--- src/rtl/dmem_arbiter_pkg.sv ---
// Shared constants for the data-memory arbiter: port ids, byte-lane
// write-enable patterns (active-low) and the grant vector encoding.
package dmem_arbiter_pkg;

  // Port identifiers, also used as the value of rid and last_win.
  localparam logic PORT_CPU = 1'b0;
  localparam logic PORT_EXT = 1'b1;

  // Active-low byte-lane write enables as seen by the memory banks.
  localparam logic [3:0] WREN_NONE = 4'b1111;
  localparam logic [3:0] WREN_WORD = 4'b0000;
  localparam logic [3:0] WREN_HALF = 4'b1100;
  localparam logic [3:0] WREN_BYTE = 4'b1110;

  // Grant vector: bit 0 = cpu, bit 1 = ext; never both set.
  localparam logic [1:0] GNT_NONE = 2'b00;
  localparam logic [1:0] GNT_CPU  = 2'b01;
  localparam logic [1:0] GNT_EXT  = 2'b10;

  // Port id owning a grant vector (only meaningful when a grant is present).
  function automatic logic gnt_port(input logic [1:0] gnt);
    return gnt[1];
  endfunction

endpackage

--- src/rtl/dmem_arbiter_rr_arb2.sv ---
// Two-way round-robin arbiter with a bounded burst lock for the ext port.
// The ext port may keep winning ties while ext_lock is held, but only for
// MAX_BURST consecutive grants while the cpu is waiting.
module rr_arb2
  import dmem_arbiter_pkg::*;
#(
  parameter int MAX_BURST = 4
) (
  input  logic       clk,
  input  logic       rstd,
  input  logic       cpu_req,
  input  logic       ext_req,
  input  logic       ext_lock,
  output logic [1:0] gnt
);

  localparam int              CNT_W   = $clog2(MAX_BURST + 1);
  localparam logic [CNT_W-1:0] MAX_CNT = CNT_W'(MAX_BURST);

  logic             last_win_r;
  logic [CNT_W-1:0] burst_cnt_r;
  logic [1:0]       gnt_s;
  logic             lock_ok_s;

  assign lock_ok_s = ext_lock && (last_win_r == PORT_EXT) && (burst_cnt_r < MAX_CNT);

  // Grant decision for the current cycle; suppressed entirely during reset.
  always_comb begin
    gnt_s = GNT_NONE;
    if (rstd) begin
      gnt_s = GNT_NONE;
    end else if (cpu_req && !ext_req) begin
      gnt_s = GNT_CPU;
    end else if (!cpu_req && ext_req) begin
      gnt_s = GNT_EXT;
    end else if (cpu_req && ext_req) begin
      if (lock_ok_s) begin
        gnt_s = GNT_EXT;
      end else if (last_win_r == PORT_EXT) begin
        gnt_s = GNT_CPU;
      end else begin
        gnt_s = GNT_EXT;
      end
    end else begin
      gnt_s = GNT_NONE;
    end
  end

  // Track the last winner and how long the cpu has been held off by ext.
  always_ff @(posedge clk) begin
    if (rstd) begin
      last_win_r  <= PORT_EXT;
      burst_cnt_r <= '0;
    end else if (gnt_s == GNT_EXT) begin
      last_win_r <= PORT_EXT;
      if (cpu_req && (burst_cnt_r < MAX_CNT)) begin
        burst_cnt_r <= burst_cnt_r + CNT_W'(1);
      end else begin
        burst_cnt_r <= burst_cnt_r;
      end
    end else if (gnt_s == GNT_CPU) begin
      last_win_r  <= PORT_CPU;
      burst_cnt_r <= '0;
    end else begin
      last_win_r  <= last_win_r;
      burst_cnt_r <= '0;
    end
  end

  assign gnt = gnt_s;

endmodule

--- src/rtl/dmem_arbiter.sv ---
// Data-memory arbiter: shares the four byte-lane banks between the cpu
// execute stage and an external loader/debug master. Grants are decided
// combinationally; read data is registered one cycle after the grant.
module dmem_arbiter
  import dmem_arbiter_pkg::*;
#(
  parameter int ADDR_W    = 8,
  parameter int DATA_W    = 32,
  parameter int MAX_BURST = 4
) (
  input  logic              clk,
  input  logic              rstd,
  input  logic              cpu_req,
  input  logic [3:0]        cpu_wren,
  input  logic [ADDR_W-1:0] cpu_addr,
  input  logic [DATA_W-1:0] cpu_wdata,
  output logic              cpu_gnt,
  output logic              cpu_stall,
  input  logic              ext_req,
  input  logic              ext_lock,
  input  logic [3:0]        ext_wren,
  input  logic [ADDR_W-1:0] ext_addr,
  input  logic [DATA_W-1:0] ext_wdata,
  output logic              ext_gnt,
  output logic              rvalid,
  output logic              rid,
  output logic [DATA_W-1:0] rdata,
  output logic [ADDR_W-1:0] mem_addr,
  output logic [DATA_W-1:0] mem_wdata,
  output logic [3:0]        mem_wren,
  input  logic [DATA_W-1:0] mem_rdata
);

  logic [1:0]        gnt_s;
  logic              rvalid_r;
  logic              rid_r;
  logic [DATA_W-1:0] rdata_r;

  rr_arb2 #(
    .MAX_BURST (MAX_BURST)
  ) u_rr_arb2 (
    .clk      (clk),
    .rstd     (rstd),
    .cpu_req  (cpu_req),
    .ext_req  (ext_req),
    .ext_lock (ext_lock),
    .gnt      (gnt_s)
  );

  assign cpu_gnt   = gnt_s[0];
  assign ext_gnt   = gnt_s[1];
  assign cpu_stall = cpu_req & ~gnt_s[0];

  // Route the granted port onto the banks; idle bus never writes.
  always_comb begin
    mem_addr  = '0;
    mem_wdata = '0;
    mem_wren  = WREN_NONE;
    case (gnt_s)
      GNT_CPU: begin
        mem_addr  = cpu_addr;
        mem_wdata = cpu_wdata;
        mem_wren  = cpu_wren;
      end
      GNT_EXT: begin
        mem_addr  = ext_addr;
        mem_wdata = ext_wdata;
        mem_wren  = ext_wren;
      end
      default: begin
        mem_addr  = '0;
        mem_wdata = '0;
        mem_wren  = WREN_NONE;
      end
    endcase
  end

  // Capture pre-write bank data and its owner on every grant.
  always_ff @(posedge clk) begin
    if (rstd) begin
      rvalid_r <= 1'b0;
      rid_r    <= 1'b0;
      rdata_r  <= '0;
    end else if (gnt_s != GNT_NONE) begin
      rvalid_r <= 1'b1;
      rid_r    <= gnt_port(gnt_s);
      rdata_r  <= mem_rdata;
    end else begin
      rvalid_r <= 1'b0;
      rid_r    <= rid_r;
      rdata_r  <= rdata_r;
    end
  end

  assign rvalid = rvalid_r;
  assign rid    = rid_r;
  assign rdata  = rdata_r;

endmodule

--- config.mk ---
export PLATFORM = sky130hd
export DESIGN_NAME = dmem_arbiter
export DESIGN_NICKNAME = d
export VERILOG_FILES = /design/src/rtl/dmem_arbiter_pkg.sv /design/src/rtl/dmem_arbiter_rr_arb2.sv /design/src/rtl/dmem_arbiter.sv
export SDC_FILE = /design/constraint.sdc
export NUM_CORES = 1
export LEC_CHECK = 0
export ABC_AREA = 1
export CAP_MARGIN = 10
export CORE_ASPECT_RATIO = 1.75
export CORE_MARGIN = 1.5
export CORE_UTILIZATION = 32
export CTS_CLUSTER_DIAMETER = 120
export DETAILED_ROUTE_END_ITERATION = 10
export GPL_ROUTABILITY_DRIVEN = 0
export HOLD_SLACK_MARGIN = 0.1
export PLACE_DENSITY = 0.89
export SYNTH_ARGS = -nofsm -noshare
export SYNTH_HDL_FRONTEND = slang
export SYNTH_SLANG_ARGS = --single-unit
--- constraint.sdc ---
create_clock -name clk -period 3.8 [get_ports clk]
set_input_delay 0.38 -clock clk [delete_from_list [all_inputs] [get_ports clk]]
set_output_delay 0.38 -clock clk [all_outputs]
set_load 0.01 [all_outputs]
==> metrics <==
Pleak approximately 1.6 nW; Max rail drop VDD between 0.15 and 0.2 mV; area of the core between 0.006 and 0.007 sq mm; fin area 0.004265 sq mm; Ports a little over 200; Synth top cells by count nand2_1 (102), nor2_1 (67), a21oi_1 (45); vias per cell approximately 4.8; critical path's top delay family buffers and inverters; crit path buf inv count 5; Power Total between 1 and 1.5 mW; Final #Nets about 650; worst slew pin tran ~550 ps; GRT Total Usage between 20% and 30%; met2 wire length approximately 4800 um; Post-synth EDFFs 0; GRT overflow 0; Sw Ratio 26.95%; dpl cell area around 0.0041 sq mm; die height between 100 and 150 um; TritonCTS clock tree done; fraction of registers with async set/reset 0%; vias in the first global route 2,794; antenna cells 0; WP data arrival between 2000 and 3000 ps; Starting Density 33.21%; post-layout minimum cycle time between 3000 and 4000 ps; Synth area leaders dfxtp_1 (37%), nand2_1 (19%), nor2_1 (12%); Crit Path Max Fanout 37; Final period util 84.90%; clk slew on worst S/H paths 80 ps; crit path kind input pin to primary output; synthesized net count between 400 and 500; Worst Path Required roughly 3400 ps; Fin Setup TNS 0 ps; switching power 0.3513 mW; pin count of the biggest net entering global routing 39; clock share of power a little under a third; Crit. End Element primary output; cts bufs inserted 5; dominant cell type by area after synthesis dfxtp_1; Root Buffer clkbuf_8; CTS resizes 0; clock sink count 38; syn_area_per_cell 6.286 sq um; Area Growth Syn to Fin 106.2%; via count approximately 2,900; fmax 310.0 MHz; Crit-path slowest cell clkdlybuf4s50_1; Detailed Place HPWL 7536 um; outcome finished, final reports clean; Yosys warning total 0; Synth top area share between 30% and 40%; count leader, synth nand2_1; die width about 64 um; Netlist cell types 15; Die Area about 0.007 sq mm; Rows 38; final wirelength 9251 um; Most common cell on crit path nand2_1; Hold Path Class register to register; Hold Fails Final Rpt 0; Worst path max stage delay slightly below 600 ps; Combinational Power Share around 34%; FF+latch count, synth 38; IO Port Bufs roughly 200; RSZ-0062 raised after global routing false; Internal Power 0.9522 mW; register area share after synthesis around 37%; H-tree Lvls 2; clk_skew 3.854 ps; DRC viols 0; met3 wire len roughly 740 um; worst skew pair latency between 200 and 300 ps; Slew HR between 60 and 70%; hold buffer count at CTS 0; Final setup viols 0; layout cell share with drive strength beyond 1 under 10%; wire length on met1 3445 um; DR top layer met4; mapped cell area 0.002068 sq mm; Critical Path Source Type input pin; Max Cap Viol 0; CTS Buffer Depth 2; post-CTS setup buffer count 0; DRT Pass-1 Iters 4; first-pass GRT wire length approximately 14,000 um; Most used DFF post-synth dfxtp_1; DR iter-0 viols between 100 and 150; average wire per standard cell between 15 and 20 um; cells along the critical path clkdlybuf4s50_1 -> nand2_1 -> inv_1 -> nand2_1 -> nand2_1 -> inv_1 -> ha_1 -> buf_12 -> nand2_1 -> a21oi_1 -> clkdlybuf4s50_1; initial antenna violation count 0; PwrDens 305.6 mW/mm^2; synthesized instance count approximately 330; Final Max Tran Viols 0; Reg power frac 34.6%; Post-DRT Antenna Nets 0
final cells by class:
cell class              count  area [sq um]
flip-flops and latches     38         760.7
well taps                  80         100.1
clock buffers               5         68.82
fillers                   526          1963
inverters                  12         45.04
multi-input cells         256          1100
clock inverters             3         68.82
repair buffers            211          2122
sequential cells by signal, indices dropped and copies added (netlist names):
name                   count
rdata                     32
rid                        1
rvalid                     1
u_rr_arb2.burst_cnt_r      3
u_rr_arb2.last_win_r       1
kinds of logic after synthesis:
kind of cell	after synthesis	share of synthesized area, %
AO/OA/AOI/OAI	79	19.12
AND/OR/NAND/NOR	173	31.64
flip-flops	38	36.78
adder cells (fa/ha/maj)	4	2.420
buffers and inverters	35	10.04
worst paths after layout:
path / to / startpoint / slack, ps / cells past startpoint
setup / recovery: mem_wdata[13] / cpu_req / 570 / 11
hold / removal: u_rr_arb2.last_win_r$_SDFFE_PP1N_ / u_rr_arb2.last_win_r$_SDFFE_PP1N_ / 480 / 2
setup reg to reg: rid$_SDFFE_PP0P_ / u_rr_arb2.last_win_r$_SDFFE_PP1N_ / 1840 / 10
hold reg to reg: u_rr_arb2.last_win_r$_SDFFE_PP1N_ / u_rr_arb2.last_win_r$_SDFFE_PP1N_ / 480 / 2
power groups by stage:
stage | Combinational, mW | Sequential [mW] | Clock, mW
CTS | 0.441 | 0.450 | 0.426
detailed placement | 0.439 | 0.460 | 0
finish | 0.438 | 0.451 | 0.415
global placement | 0.433 | 0.458 | 0
floorplan | 0.151 | 0.475 | 0
global route | 0.479 | 0.454 | 0.444
through the flow:
stage	instances	worst slack [ps]	hold WS, ps	utilization [%]
6_report	605	573.8	483.6	68.48
5_1_grt	605	375.0	507.7	68.48
4_1_cts	605	587.0	477.3	68.48
3_5_place_dp	597	603.7	465.1	66.27
3_3_place_gp	597	597.2	455.0	66.27
2_1_floorplan	329	1874	430.4	-
layout by cell type, fill, tap and decap left out:
master             n
a21oi_1           45
buf_12             2
buf_4              4
bufinv_16          2
clkbuf_8           5
clkdlybuf4s50_1  205
clkinv_4           1
dfxtp_1           38
ha_1               4
inv_1             10
inv_2              2
nand2_1          102
nand3_1            4
nor2_1            67
o21ai_0           31
o21ai_1            3
layer usage:
layer | vias up | global-route usage, %
met5 | - | 0
met4 | 0 | 9.938
met3 | 14 | 6.960
met2 | 169 | 48.50
met1 | 1277 | 28.83
li1 | 1432 | -
worst reg2reg max path, stage by stage, from the launching register on:
cell and delay, ps:
dfxtp_1 360, nand2_1 60, inv_1 50, nand2_1 60
nand2_1 80, nand2_1 90, ha_1 200, buf_4 230
inv_2 450, o21ai_0 180, a21oi_1 140
Power figures use the tool's default switching activity.
